**src/rtl/cpsr_flag_unit.sv**
```systemverilog
// cpsr_flag_unit: N/Z/C/V status register with registered ARM condition evaluation and sticky overflow; define CPSR_FLAG_FORWARD_EN to forward same-cycle flag writes into the condition test
module cpsr_flag_unit (
    input  logic       clk,
    input  logic       reset,
    input  logic       Z,
    input  logic       V,
    input  logic       C,
    input  logic       N,
    input  logic       flags_valid,
    input  logic       set_flags,
    input  logic [3:0] cond,
    input  logic       cond_valid,
    input  logic       clear_sticky,
    output logic [3:0] flags,
    output logic       cond_pass,
    output logic       cond_pass_valid,
    output logic       sticky_v
);
    logic       flag_wr;
    logic [3:0] eff;
    logic       n, z, c, v;
    logic       pass;

    assign flag_wr = flags_valid & set_flags;

`ifdef CPSR_FLAG_FORWARD_EN
    assign eff = (flag_wr & cond_valid) ? {N, Z, C, V} : flags;
`else
    assign eff = flags;
`endif

    assign {n, z, c, v} = eff;

    // Decode the ARM condition field against the effective flags
    always_comb begin
        case (cond)
            4'b0000: pass = z;
            4'b0001: pass = !z;
            4'b0010: pass = c;
            4'b0011: pass = !c;
            4'b0100: pass = n;
            4'b0101: pass = !n;
            4'b0110: pass = v;
            4'b0111: pass = !v;
            4'b1000: pass = c & !z;
            4'b1001: pass = !c | z;
            4'b1010: pass = n == v;
            4'b1011: pass = n != v;
            4'b1100: pass = !z & (n == v);
            4'b1101: pass = z | (n != v);
            4'b1110: pass = 1'b1;
            default: pass = 1'b0;
        endcase
    end

    // Architectural flags, registered condition result and sticky overflow
    always_ff @(posedge clk or posedge reset) begin
        if (reset) begin
            flags           <= 4'b0000;
            cond_pass       <= 1'b0;
            cond_pass_valid <= 1'b0;
            sticky_v        <= 1'b0;
        end else begin
            if (flag_wr) flags <= {N, Z, C, V};
            if (cond_valid) cond_pass <= pass;
            cond_pass_valid <= cond_valid;
            if (flag_wr & V) sticky_v <= 1'b1;
            else if (clear_sticky) sticky_v <= 1'b0;
        end
    end
endmodule

```
**config.mk**
```make
export PLATFORM = sky130hd
export DESIGN_NAME = cpsr_flag_unit
export DESIGN_NICKNAME = d
export VERILOG_FILES = /design/src/rtl/cpsr_flag_unit.sv
export SDC_FILE = /design/constraint.sdc
export NUM_CORES = 1
export LEC_CHECK = 0
export CAP_MARGIN = 30
export CORE_AREA = 2 2 39 41
export CTS_BUF_LIST = sky130_fd_sc_hd__clkbuf_8
export DETAILED_ROUTE_END_ITERATION = 16
export DIE_AREA = 0 0 41 43
export HOLD_SLACK_MARGIN = 0.12
export PLACE_DENSITY = 0.77
export RECOVER_POWER = 100
export SLEW_MARGIN = 20
export SYNTH_ARGS = -nofsm -noshare
export SYNTH_HDL_FRONTEND = slang
export SYNTH_SLANG_ARGS = --single-unit
```
**constraint.sdc**
```tcl
create_clock -name clk -period 1.62 [get_ports clk]
set_clock_uncertainty 0.2 [all_clocks]
set_input_delay 0.486 -clock clk [delete_from_list [all_inputs] [get_ports clk]]
set_output_delay 0.486 -clock clk [all_outputs]
set_load 0.02 [all_outputs]
```
* Word level (Yosys, flattened, before mapping) *
Index checks and enable logic that the tools add are counted.

word-level totals
  register bits after elaboration = 7
  latch bits = 0
  bits in writable memories = 0
  bits in read-only memories = 0
  bits of input ports = 14
  output and inout bits = 7
  word-level logic and storage cells = 35
  memories kept = 0

cells by class
  add/subtract/negate cells = 0
  multiply operators = 0
  divide/modulo/power cells = 0
  $lt $le $gt $ge = 0
  equal/unequal tests = 16
  shift-type cells = 0
  muxes and demuxes = 3
  bitwise gates (word level) = 6
  reductions and logical operators = 6

operators by type and width
  kind                  number
  $eq A4 B4 Y1 const B  7
  $eq A4 B3 Y1 const B  4
  $pmux W1 S15          1
  $eq A4 B2 Y1 const B  2
  $and A1 B1 Y1         4
  $eq A4 B1 Y1 const B  1
  $logic_not A1 Y1      4
  $logic_not A4 Y1      1
  $mux W1               2
  $or A1 B1 Y1          2
  $reduce_bool A2 Y1    1
  $eq A1 B1 Y1          1
  $ne A1 B1 Y1          1

* Logic depth before layout (Yosys ltp) *
Gate-level depths: netlist (run 1).

  depth in word-level cells = 3
  gate-level depth with buffers = 6
  depth with buffers taken out = 5

* Worst setup path after synthesis (run 1) *
No wires, ideal clock.

  path kind = input -> register
  from = in cond[0]
  to = reg cond_pass
  library setup time = 0.134 ns
  data arrival time = 1.497 ns
  required time = 1.286 ns
  setup slack = -0.211 ns
  cell stages on the path = 5
  path buffers = 1
  path through = clkbuf_1 or3_1 a32o_1 a2bb2oi_2 o221ai_2

on the way
  cells in the longest elaborated chain, start to end = 2
  elaborated cells on any way between the ends = 16
  classes of those cells = 14 x eq/ne; 1 x mux; 1 x reduce/logical

ends and longest elaborated chain
  element                               line  text
  start: declaration                    11    input logic [3:0] cond,
  $eq A4 B4 Y1 (tied with other cells)  36    case (cond)
  $pmux W1 S15 *                        36
  end signal: assignment                65    if (cond_valid) cond_pass <= pass;
  end: declaration                      15    output logic cond_pass,

Mark *: on every way between the ends. The rest lies on a longest branch, timed or not.
A chain may end at the register's enable or synchronous reset.

* Worst setup path after layout (run 1) *
  from = reg flags[0]
  to = reg cond_pass

on the way
  cells in the longest elaborated chain, start to end = 3
  elaborated cells on any way between the ends = 6
  classes of those cells = 2 x eq/ne; 1 x mux; 2 x bitwise; 1 x reduce/logical

ends and longest elaborated chain
  element                                               line    text
  start: declaration                                    14      output logic [3:0] flags,
  start signal: assignment                              64      if (flag_wr) flags <= {N, Z, C, V};
  $ne A1 B1 Y1 / $eq A1 B1 Y1 (equally long branches)   -
  $or A1 B1 Y1 / $and A1 B1 Y1 (equally long branches)  50, 49
  $pmux W1 S15 *                                        36

Marked as above.

==> metrics.yaml, run 1 <==
clock_network:
  clk_latency_ns: 0.23
  htreeDepth: 1
  cts_setup_buffers: 0
  numCtsBuffers: 3
  cts_buffer_depth: 2
  root_buffer: "clkbuf_8"
  cts_hold_buf: 0
  cts_tree: "built"
  cts_sinks: 7
  clkTransAtPathRegs_ns: 0.04
global_route:
  antenna_found_initial: 0
  overflow: 0
  grt_usage_pct: 16.1
  grt_pass1_vias: 397
  grt_start_max_net_pins: 8
  grt_pass1_wl_mm: 1.77
synth:
  synth-xor-area-share_pct: 8.46
  synth_area_leaders: "dfrtp_1 42%, xnor2_1 8.5%, mux2_2 8.2%, mux2i_1 4.8%, nand2_1 4.5%"
  synth_seq_area_share_pct: 42.3
  synthAdderAreaFrac_pct: 0
  syn_avg_cell_area_um2: 10.4
  synthMuxAreaShare_pct: 15.7
  yosysWarnings: 0
  yosysTopAreaCell: "dfrtp_1"
  synth_compound_area_share_pct: 15.1
  synth.ff_latch_count: 7
  syn_area_um2: 414
  yosys.area_share.simple_pct: 14.8
  synthDistinctLibCells: 19
  synth_top_family_by_area: "multiplexers"
  synth_fp_nets: 54
  synth.top_cell.area_share_pct: 42.3
  synth_cells: 40
flow_run:
  drv_cap: 0
die:
  io_pins: 21
  fp.dieArea_mm2: 0.00176
  core_mm2: 0.00138
  die_x_um: 41
  die_y_um: 43
  core.rowCount: 14
  start_util_pct: 29.9
sta:
  rsz0062_at_grt: "true"
  timing.final.ws_setup_ns: -0.0864
  fin_crit_ns: 1.71
  tns_ns: -0.177
  maxSlewHeadroom_pct: 81.9
  fin_crit_sh_pct: 105
  fmax_mhz: 586
  final_hold_viol_count: 0
  drv_slew: 0
  worstMarginPinSlew_ns: 0.272
  setup_violations: 5
final_layout:
  num_antenna_cells: 0
  syn_to_final_growth_pct: 77.0
  multi_input_area_um2: 231
  final_util_pct: 53.0
  fillCellCount: 142
  num-nets-final: 87
  regArea_um2: 176
  drive_above_1_share_pct: 27.8
placement:
  gp_congestion: 0.745
  port_buffers: 20
  post-dp-hpwl_um: 815
setup_path:
  worst_setup_path_end_kind: "flip-flop"
  slowest_stage: "dfrtp_2"
  startpoint_type: "flip-flop"
  worstPathArrival_ns: 1.61
  r2r_cells: 5
  worstPathCellList: "xnor2_2, or3_1, a32o_1, a2bb2oi_2, o221ai_2"
  cp_max_fo: 4
  crit_family: "compound AO/OA/AOI/OAI gates"
  required_ns: 1.53
  cpPeakStageDelay_ns: 0.44
  crit_type: "flip-flop to flip-flop"
  timing.critical_path.buf_inv: 0
  cp.depth: 5
drt:
  drc_errors: 0
  wl_per_cell_um: 11.5
  firstDrtPassIters: 1
  antenna_left: 0
  vias_per_cell: 4.73
  dr.first_iter.drc_count: 0
  wirelength_mm: 1.01
  vias: 416
worst_hold_path:
  hold_depth: 2
  hp-class: "flip-flop to flip-flop"
power_and_ir_drop:
  power.net_switching_uw: 199
  power_frac_seq_pct: 31.2
  peakVddDrop_uv: 496
  p_int_uw: 497
  powerDensity_mw_per_mm2: 949
  total_power_uw: 696
  p_clk_share_pct: 34.9
  pwr-share-comb_pct: 33.8
  p_leak_nw: 0.341
  swShare_pct: 28.6
run_status:
  run_status: "finished with violations"
  violations: "setup timing"
## placed cells by master, fill, tap and decap left out, types with 3 or more instances in the layout
cell,instances
buf_4,9
dfrtp_1,6
clkdlybuf4s50_1,6
dlygate4sd2_1,6
nand2_1,5
inv_1,4
mux2_2,3
o21ai_0,3
xnor2_1,3
clkbuf_8,3
dlygate4sd3_1,3
clkdlybuf4s15_1,3
## metrics by stage
stage / hold slack [ns] / cell area, µm² / std cells / setup WS, ns
after global placement: 0.330 / 698 / 84 / -0.452
after global routing: 0.385 / 733 / 88 / -0.156
after CTS: 0.293 / 734 / 88 / -0.109
after detailed placement: 0.330 / 698 / 84 / -0.517
final: 0.325 / 733 / 88 / -0.0864
after floorplan: 0.0894 / 435 / 40 / -0.0908
## worst reg2reg max path, cell delays in order, from the launching register on
cell	delay, ns
dfrtp_2	0.44
xnor2_2	0.17
or3_1	0.32
a32o_1	0.24
a2bb2oi_2	0.12
o221ai_2	0.09
## state kept, by name, indices dropped and copies added (netlist names)
name,cells
flags,4
sticky_v,1
cond_pass,1
cond_pass_valid,1
## cells in the mapped netlist
| cell | n |
|---|---|
| a22oi_1 | 1 |
| a2bb2oi_2 | 1 |
| a32o_1 | 1 |
| and3b_1 | 1 |
| clkbuf_1 | 1 |
| dfrtp_1 | 7 |
| inv_1 | 3 |
| mux2_1 | 1 |
| mux2_2 | 3 |
| mux2i_1 | 2 |
| nand2_1 | 5 |
| nand3_1 | 1 |
| nand4b_1 | 1 |
| nor2_1 | 2 |
| nor2b_1 | 1 |
| o21ai_0 | 3 |
| o221ai_2 | 1 |
| or3_1 | 1 |
| xnor2_1 | 4 |
## worst paths after layout
| kind | to | slack, ns | start |
|---|---|---|---|
| setup / recovery | cond_pass | -0.09 | flags[0] |
| hold / removal | sticky_v | 0.33 | sticky_v |
| setup reg to reg | cond_pass | -0.09 | flags[0] |
| hold reg to reg | sticky_v | 0.33 | sticky_v |
| max in group asynchronous | flags[0] | 0.56 | reset |
| min in group asynchronous | cond_pass_valid | 0.43 | reset |
## power by group through the flow
stage / clock, mW / sequential, mW / combinational (mW)
after global routing: 0.265 / 0.221 / 0.258
final: 0.243 / 0.217 / 0.235
after global placement: 0 / 0.217 / 0.248
after detailed placement: 0 / 0.217 / 0.254
after CTS: 0.256 / 0.217 / 0.238
after floorplan: 0 / 0.247 / 0.0931
## what timing repair did
| item | 4_1_cts | 5_1_grt |
|---|---|---|
| gates resized for setup | 16 | 5 |
| pin swaps | 2 | 2 |
| endpoints found under the setup margin | 8 | 6 |
## cells by family (layout without fill, tap and decap cells)
kind of cell	after synthesis	in the layout
and+or+nand+nor	12	12
xor gates and xnor gates	4	4
muxes	6	6
AOI/OAI and AO/OA	7	7
buffers and inverters	4	36
DFF	7	7
## routing by layer
layer	share of wire [%]	GRT usage, %	routed length [µm]
met1	33	16.0	333
met2	56	25.9	571
met3	8.9	8.38	90
met4	1.7	8.00	17
met5	0	0	0
## cell type report
type / instances / share of cell area [%]
clock buffers: 3 / 5.63
clock inverters: 1 / 0.512
inverters: 3 / 1.54
multi-input cells: 29 / 31.6
flip-flops and latches: 7 / 24.1
well taps: 16 / 2.73
repair buffers: 29 / 34.0
(Power assumes the default switching activity.)
==> run 2: changes to the inputs <==
CORE_AREA = 3 3 40 42   (was 2 2 39 41)
DIE_AREA = 0 0 43 45   (was 0 0 41 43)
==> run 2 against run 1 <==
- the flow still finishes with violations (setup timing)
- first-iteration DRC count did not move
- die area rose by 9.8%
- worst setup slack got worse by 0.021 ns
==> metrics.yaml, run 2 (synthesis results as in run 1) <==
final_layout:
  layout_commonest_cell: "buf_4"
  multi_input_area_um2: 231  # unchanged
  largest_register_ff_count: 4  # unchanged
  fillCellCount: 128  # -9.9%
  instances_no_fill: 88  # unchanged
  syn_to_final_growth_pct: 79.8
  regArea_um2: 178  # +0.71%
  final_cell_mix: "9 x buf_4, 6 x clkdlybuf4s50_1, 6 x dlygate4sd2_1"
  drive_above_1_share_pct: 30.1  # +2.4 points
  stdcell_area_um2: 744  # +1.5%
  num_antenna_cells: 0  # unchanged
  num-nets-final: 88  # +1.1%
  regMostFlops: "flags"
flow_run:
  drv_cap: 0  # unchanged
global_route:
  antenna_found_initial: 0  # unchanged
  grt_usage_pct: 14.1  # -2.0 points
  grt_start_max_net_pins: 8  # unchanged
  grt_pass1_vias: 448  # +13%
  overflow: 0  # unchanged
  grt_pass1_wl_mm: 1.89  # +7.0%
setup_path:
  worst_setup_path_end_kind: "flip-flop"
  r2r_setup_slack_ns: -0.11  # -0.02 ns
  r2r_cells: 5  # unchanged
  cpPeakStageDelay_ns: 0.44  # about the same
  worstPathCellList: "xnor2_2, or3_1, a32o_1, a2bb2oi_2, o221ai_2"
  cp.depth: 5  # unchanged
  crit_type: "flip-flop to flip-flop"
  slowest_stage: "dfrtp_2"
  reg2reg_to: "cond_pass"
  crit_family: "compound AO/OA/AOI/OAI gates"
  worstSetupEndpoint: "cond_pass"
  startpoint: "flags[3]"
  startpoint_type: "flip-flop"
  r2r_start: "flags[3]"
  worstPathArrival_ns: 1.62  # about the same
  required_ns: 1.52  # about the same
  timing.critical_path.buf_inv: 0  # unchanged
  cp_max_fo: 4  # unchanged
drt:
  vias: 422  # +1.4%
  antenna_left: 0  # unchanged
  wirelength_mm: 1.08  # +6.6%
  vias_per_cell: 4.80  # +1.4%
  firstDrtPassIters: 1  # unchanged
  wl_per_cell_um: 12.3  # +6.6%
  drc_errors: 0  # unchanged
  dr.first_iter.drc_count: 0  # unchanged
sta:
  worstMarginPinSlew_ns: 0.231  # -0.0408 ns
  setup_violations: 5  # unchanged
  maxSlewHeadroom_pct: 84.2  # +2.3 points
  drv_slew: 0  # unchanged
  tns_ns: -0.235  # -0.0579 ns
  final_hold_viol_count: 0  # unchanged
  timing.final.ws_setup_ns: -0.108  # -0.0214 ns
  fin_crit_sh_pct: 107  # +1.3 points
  fmax_mhz: 579  # -1.2%
  rsz0062_at_grt: "true"
  fin_crit_ns: 1.73  # +0.0214 ns
run_status:
  run_status: "finished with violations"
  violations: "setup timing"
clock_network:
  numCtsBuffers: 3  # unchanged
  cts_buffer_depth: 2  # unchanged
  htreeDepth: 1  # unchanged
  cts_sinks: 7  # unchanged
  cts_tree: "built"
  clkTransAtPathRegs_ns: 0.04  # about the same
  clk_latency_ns: 0.23  # about the same
  root_buffer: "clkbuf_8"
die:
  core.rowCount: 13  # -1
  core_mm2: 0.00128  # -7.1%
  die_x_um: 43  # +4.9%
  io_pins: 21  # unchanged
  start_util_pct: 32.2  # +2.3 points
  die_y_um: 45  # +4.7%
  fp.dieArea_mm2: 0.00194  # +9.8%
placement:
  dp.cells: 81  # -3.6%
  gp_congestion: 0.759  # +1.9%
  dpl-instance-area_um2: 682  # -2.3%
  port_buffers: 20  # unchanged
  post-dp-hpwl_um: 817  # +0.29%
  preCtsSetupSlack_ns: -0.519  # -0.00231 ns
power_and_ir_drop:
  p_leak_nw: 0.344  # +0.80%
  powerDensity_mw_per_mm2: 945  # -0.47%
  total_power_uw: 703  # +1.1%
  peakVddDrop_uv: 568  # +15%
worst_hold_path:
  hp-class: "flip-flop to flip-flop"
-- run 2: changes by cell type in the layout (fill, tap and decap cells not counted) --
cell	previous run	this run
clkbuf_1	1	2
buf_6	0	2
dfrtp_1	6	5
dfrtp_2	1	2
clkdlybuf4s15_1	3	2
clkbuf_2	1	0
-- run 2: cell type report --
class	instances	share of cell area, %
clock buffers	3	5.55
clock inverters	1	0.504
inverters	3	1.51
multi-input cells	29	31.1
flip-flops and latches	7	23.9
well taps	15	2.52
repair buffers	30	35.0
-- run 2: worst min-delay path by stage --
stage              from  slack, ns   endpoint  cells past startpoint
3_3_place_gp   sticky_v       0.33   sticky_v                      2
3_5_place_dp   sticky_v       0.33   sticky_v                      2
4_1_cts           reset       0.31   flags[2]                      2
5_1_grt        sticky_v       0.37   sticky_v                      2
6_report       sticky_v       0.33   sticky_v                      2
2_1_floorplan     reset       0.09  cond_pass                      1
-- run 2: layer usage --
layer / global-route usage [%] / up-vias / share of wire [%]
li1: - / 207 / -
met1: 12.8 / 196 / 35
met2: 25.7 / 15 / 56
met3: 5.98 / 4 / 7.1
met4: 9.04 / 0 / 2.5
met5: 0 / - / 0
-- run 2: what timing repair did --
action,4_1_cts,5_1_grt
gates resized for setup,20,6
hold buffers,0,0
pin swaps,4,0
setup endpoints to repair,8,7
buffers inserted,2,1
-- run 2: metrics by stage --
stage / hold WS (ns) / utilization (%)
floorplan: 0.0894 / -
global placement: 0.328 / 53.1
detailed placement: 0.330 / 53.1
CTS: 0.309 / 57.7
global route: 0.369 / 57.9
finish: 0.330 / 57.9
-- run 2: where the power goes --
group / internal, mW / switching (mW)
sequential: 0.200 / 0.0189
clock: 0.164 / 0.0773
combinational: 0.137 / 0.107
total: 0.501 / 0.203
-- run 2: worst register-to-register path, stage by stage (launching register included) --
cell	delay, ns
dfrtp_2	0.44
xnor2_2	0.16
or3_1	0.31
a32o_1	0.26
a2bb2oi_2	0.13
o221ai_2	0.10
==> run 3: changes to the inputs <==
ABC_CLOCK_PERIOD_IN_PS = 1620   (was default)
MAX_ROUTING_LAYER = met4   (was default)
==> results of run 3 <==
Final layout, timing and power as in run 2 (identical DEF).
Among the figures that moved: final weighted congestion in routability-driven placement 0.759 -> 0.769; overall routing resource usage 14.1% -> 14.5%
==> variant, RTL diff (config.mk and constraints of run 3) <==
Remove the register `cond_pass_valid`: a continuous assignment takes its place, so the output `cond_pass_valid` follows one clock earlier.
--- a/src/rtl/cpsr_flag_unit.sv
+++ b/src/rtl/cpsr_flag_unit.sv
@@ -59,14 +59,14 @@
             flags           <= 4'b0000;
             cond_pass       <= 1'b0;
-            cond_pass_valid <= 1'b0;
             sticky_v        <= 1'b0;
         end else begin
             if (flag_wr) flags <= {N, Z, C, V};
             if (cond_valid) cond_pass <= pass;
-            cond_pass_valid <= cond_valid;
             if (flag_wr & V) sticky_v <= 1'b1;
             else if (clear_sticky) sticky_v <= 1'b0;
         end
     end
+
+    assign cond_pass_valid = cond_valid;
 endmodule
 
Function: changed (Yosys sat finds a counterexample within 4 cycles, from zero or initial values and one cycle with reset high).
==> variant against run 3 <==
Sequential power decreased by 9.6%. Maximum frequency is 1.9% lower. Worst setup slack worse by 0.033 ns. Final area fell by 4.0%. Routed wire length is 4.0% lower. Sequential cell count fell by 1. Largest power group is now the clock network. Synthesized area rose by 8.8%. Critical endpoint unchanged. Power down 12%. Sequential share of layout area decreased by 2.5 points. The run still ends with negative setup slack left.
==> variant: results (changes against run 3) <==
[placed_design]
dp_slack_ns = -0.873  ; -0.353 ns
placed_area_um2 = 699  ; +2.6%
place_inst = 88  ; +8.6%
gp_congestion = 0.717  ; -6.8%
place_hpwl_um = 848  ; +3.8%

[routing]
wirelength_mm = 1.04  ; -4.0%
dr.pass1.iters = 2  ; +1
drt_iter0_drc = 4  ; +4
wl_met3_um = 69  ; -10%
vias_per_cell = 4.84  ; +0.83%
routed-wl-met2_um = 512  ; -15%
wl_met1_um = 454  ; +22%

[worst_setup_path]
worstPathArrival_ns = 1.66  ; +0.04 ns
cp_max_fo = 10  ; +6
cp_slowest_cell = o311a_1
slowest_delay_ns = 0.33  ; -0.11 ns

[yosys]
ys_top_cells_by_count = 6 x dfrtp_1, 6 x nand2_1, 4 x a21oi_1, 4 x xor2_1, 3 x mux2_2
synth_cells = 48  ; +20%
yosysUniqueCellTypes = 23  ; +4
synthMuxAreaShare_pct = 9.72  ; -6.0 points
synthTopCellsByArea = dfrtp_1 33%, xor2_1 7.8%, mux2_2 7.5%
synth_compound_area_share_pct = 15.6  ; +0.45 points

[cells_and_area]
fin_nets = 92  ; +4.5%
drive_gt1_share_pct = 36.8  ; +6.7 points

[power]
p_leak_nw = 0.339  ; -1.3%
power_switching_w = 0.000176  ; -13%
power_density_nw_per_um2 = 867  ; -8.3%
peakVddDrop_uv = 556  ; -2.2%
pg_seq_w = 0.000198  ; -9.6%
power_clock_w = 0.000216  ; -10%

[clock_network]
postCtsSetupBuffers = 0  ; -2

[sta]
relSlewSlack_pct = 84.8  ; +0.66 points
worst_slack_ns = -0.141  ; -0.0333 ns
setup_viol = 4  ; -1

[grt]
grt_max_degree = 11  ; +3
grt_usage_pct = 12.4  ; -2.1 points
grt_pass1_vias = 438  ; -2.2%
grt_use_met3_pct = 3.59  ; -2.4 points
grt_pass1_wl_mm = 1.74  ; -8.0%
grt_use_met1_pct = 12.7  ; -0.12 points
use_met2_pct = 21.3  ; -4.5 points

[outcome]
status = finished, violations left
violations = negative setup slack

## variant: cell count changes after synthesis, sizes merged, moves of 2 or more
cell / change
a21oi: +4
and2b: +3
nor2: -2
nor3b: +2
xnor2: -3
buf: +4
xor2: +4
## variant: final timing paths
| path | startpoint | to | slack (ns) | depth (start not counted) |
|---|---|---|---|---|
| max | cond[0] | cond_pass | -0.14 | 5 |
| max reg2reg | flags[0] | cond_pass | -0.14 | 4 |
| min | sticky_v | sticky_v | 0.33 | 2 |
| min reg2reg | sticky_v | sticky_v | 0.33 | 2 |
| min in group asynchronous | reset | sticky_v | 0.42 | 2 |
| max in group asynchronous | reset | flags[3] | 0.60 | 2 |
## variant: layout make-up
cell class                      count  area (um2)
Fill cell                         123         571
Sequential cell                     6         153
Tap cell                           15        18.8
Inverter                            3        11.3
Timing Repair Buffer               29         235
Clock buffer                        3        41.3
Multi-Input combinational cell     35         255
## variant: what timing repair did
action | CTS | global route
endpoints found under the setup margin | 8 | 5
pin swaps | 2 | 0
resized for setup | 36 | 4
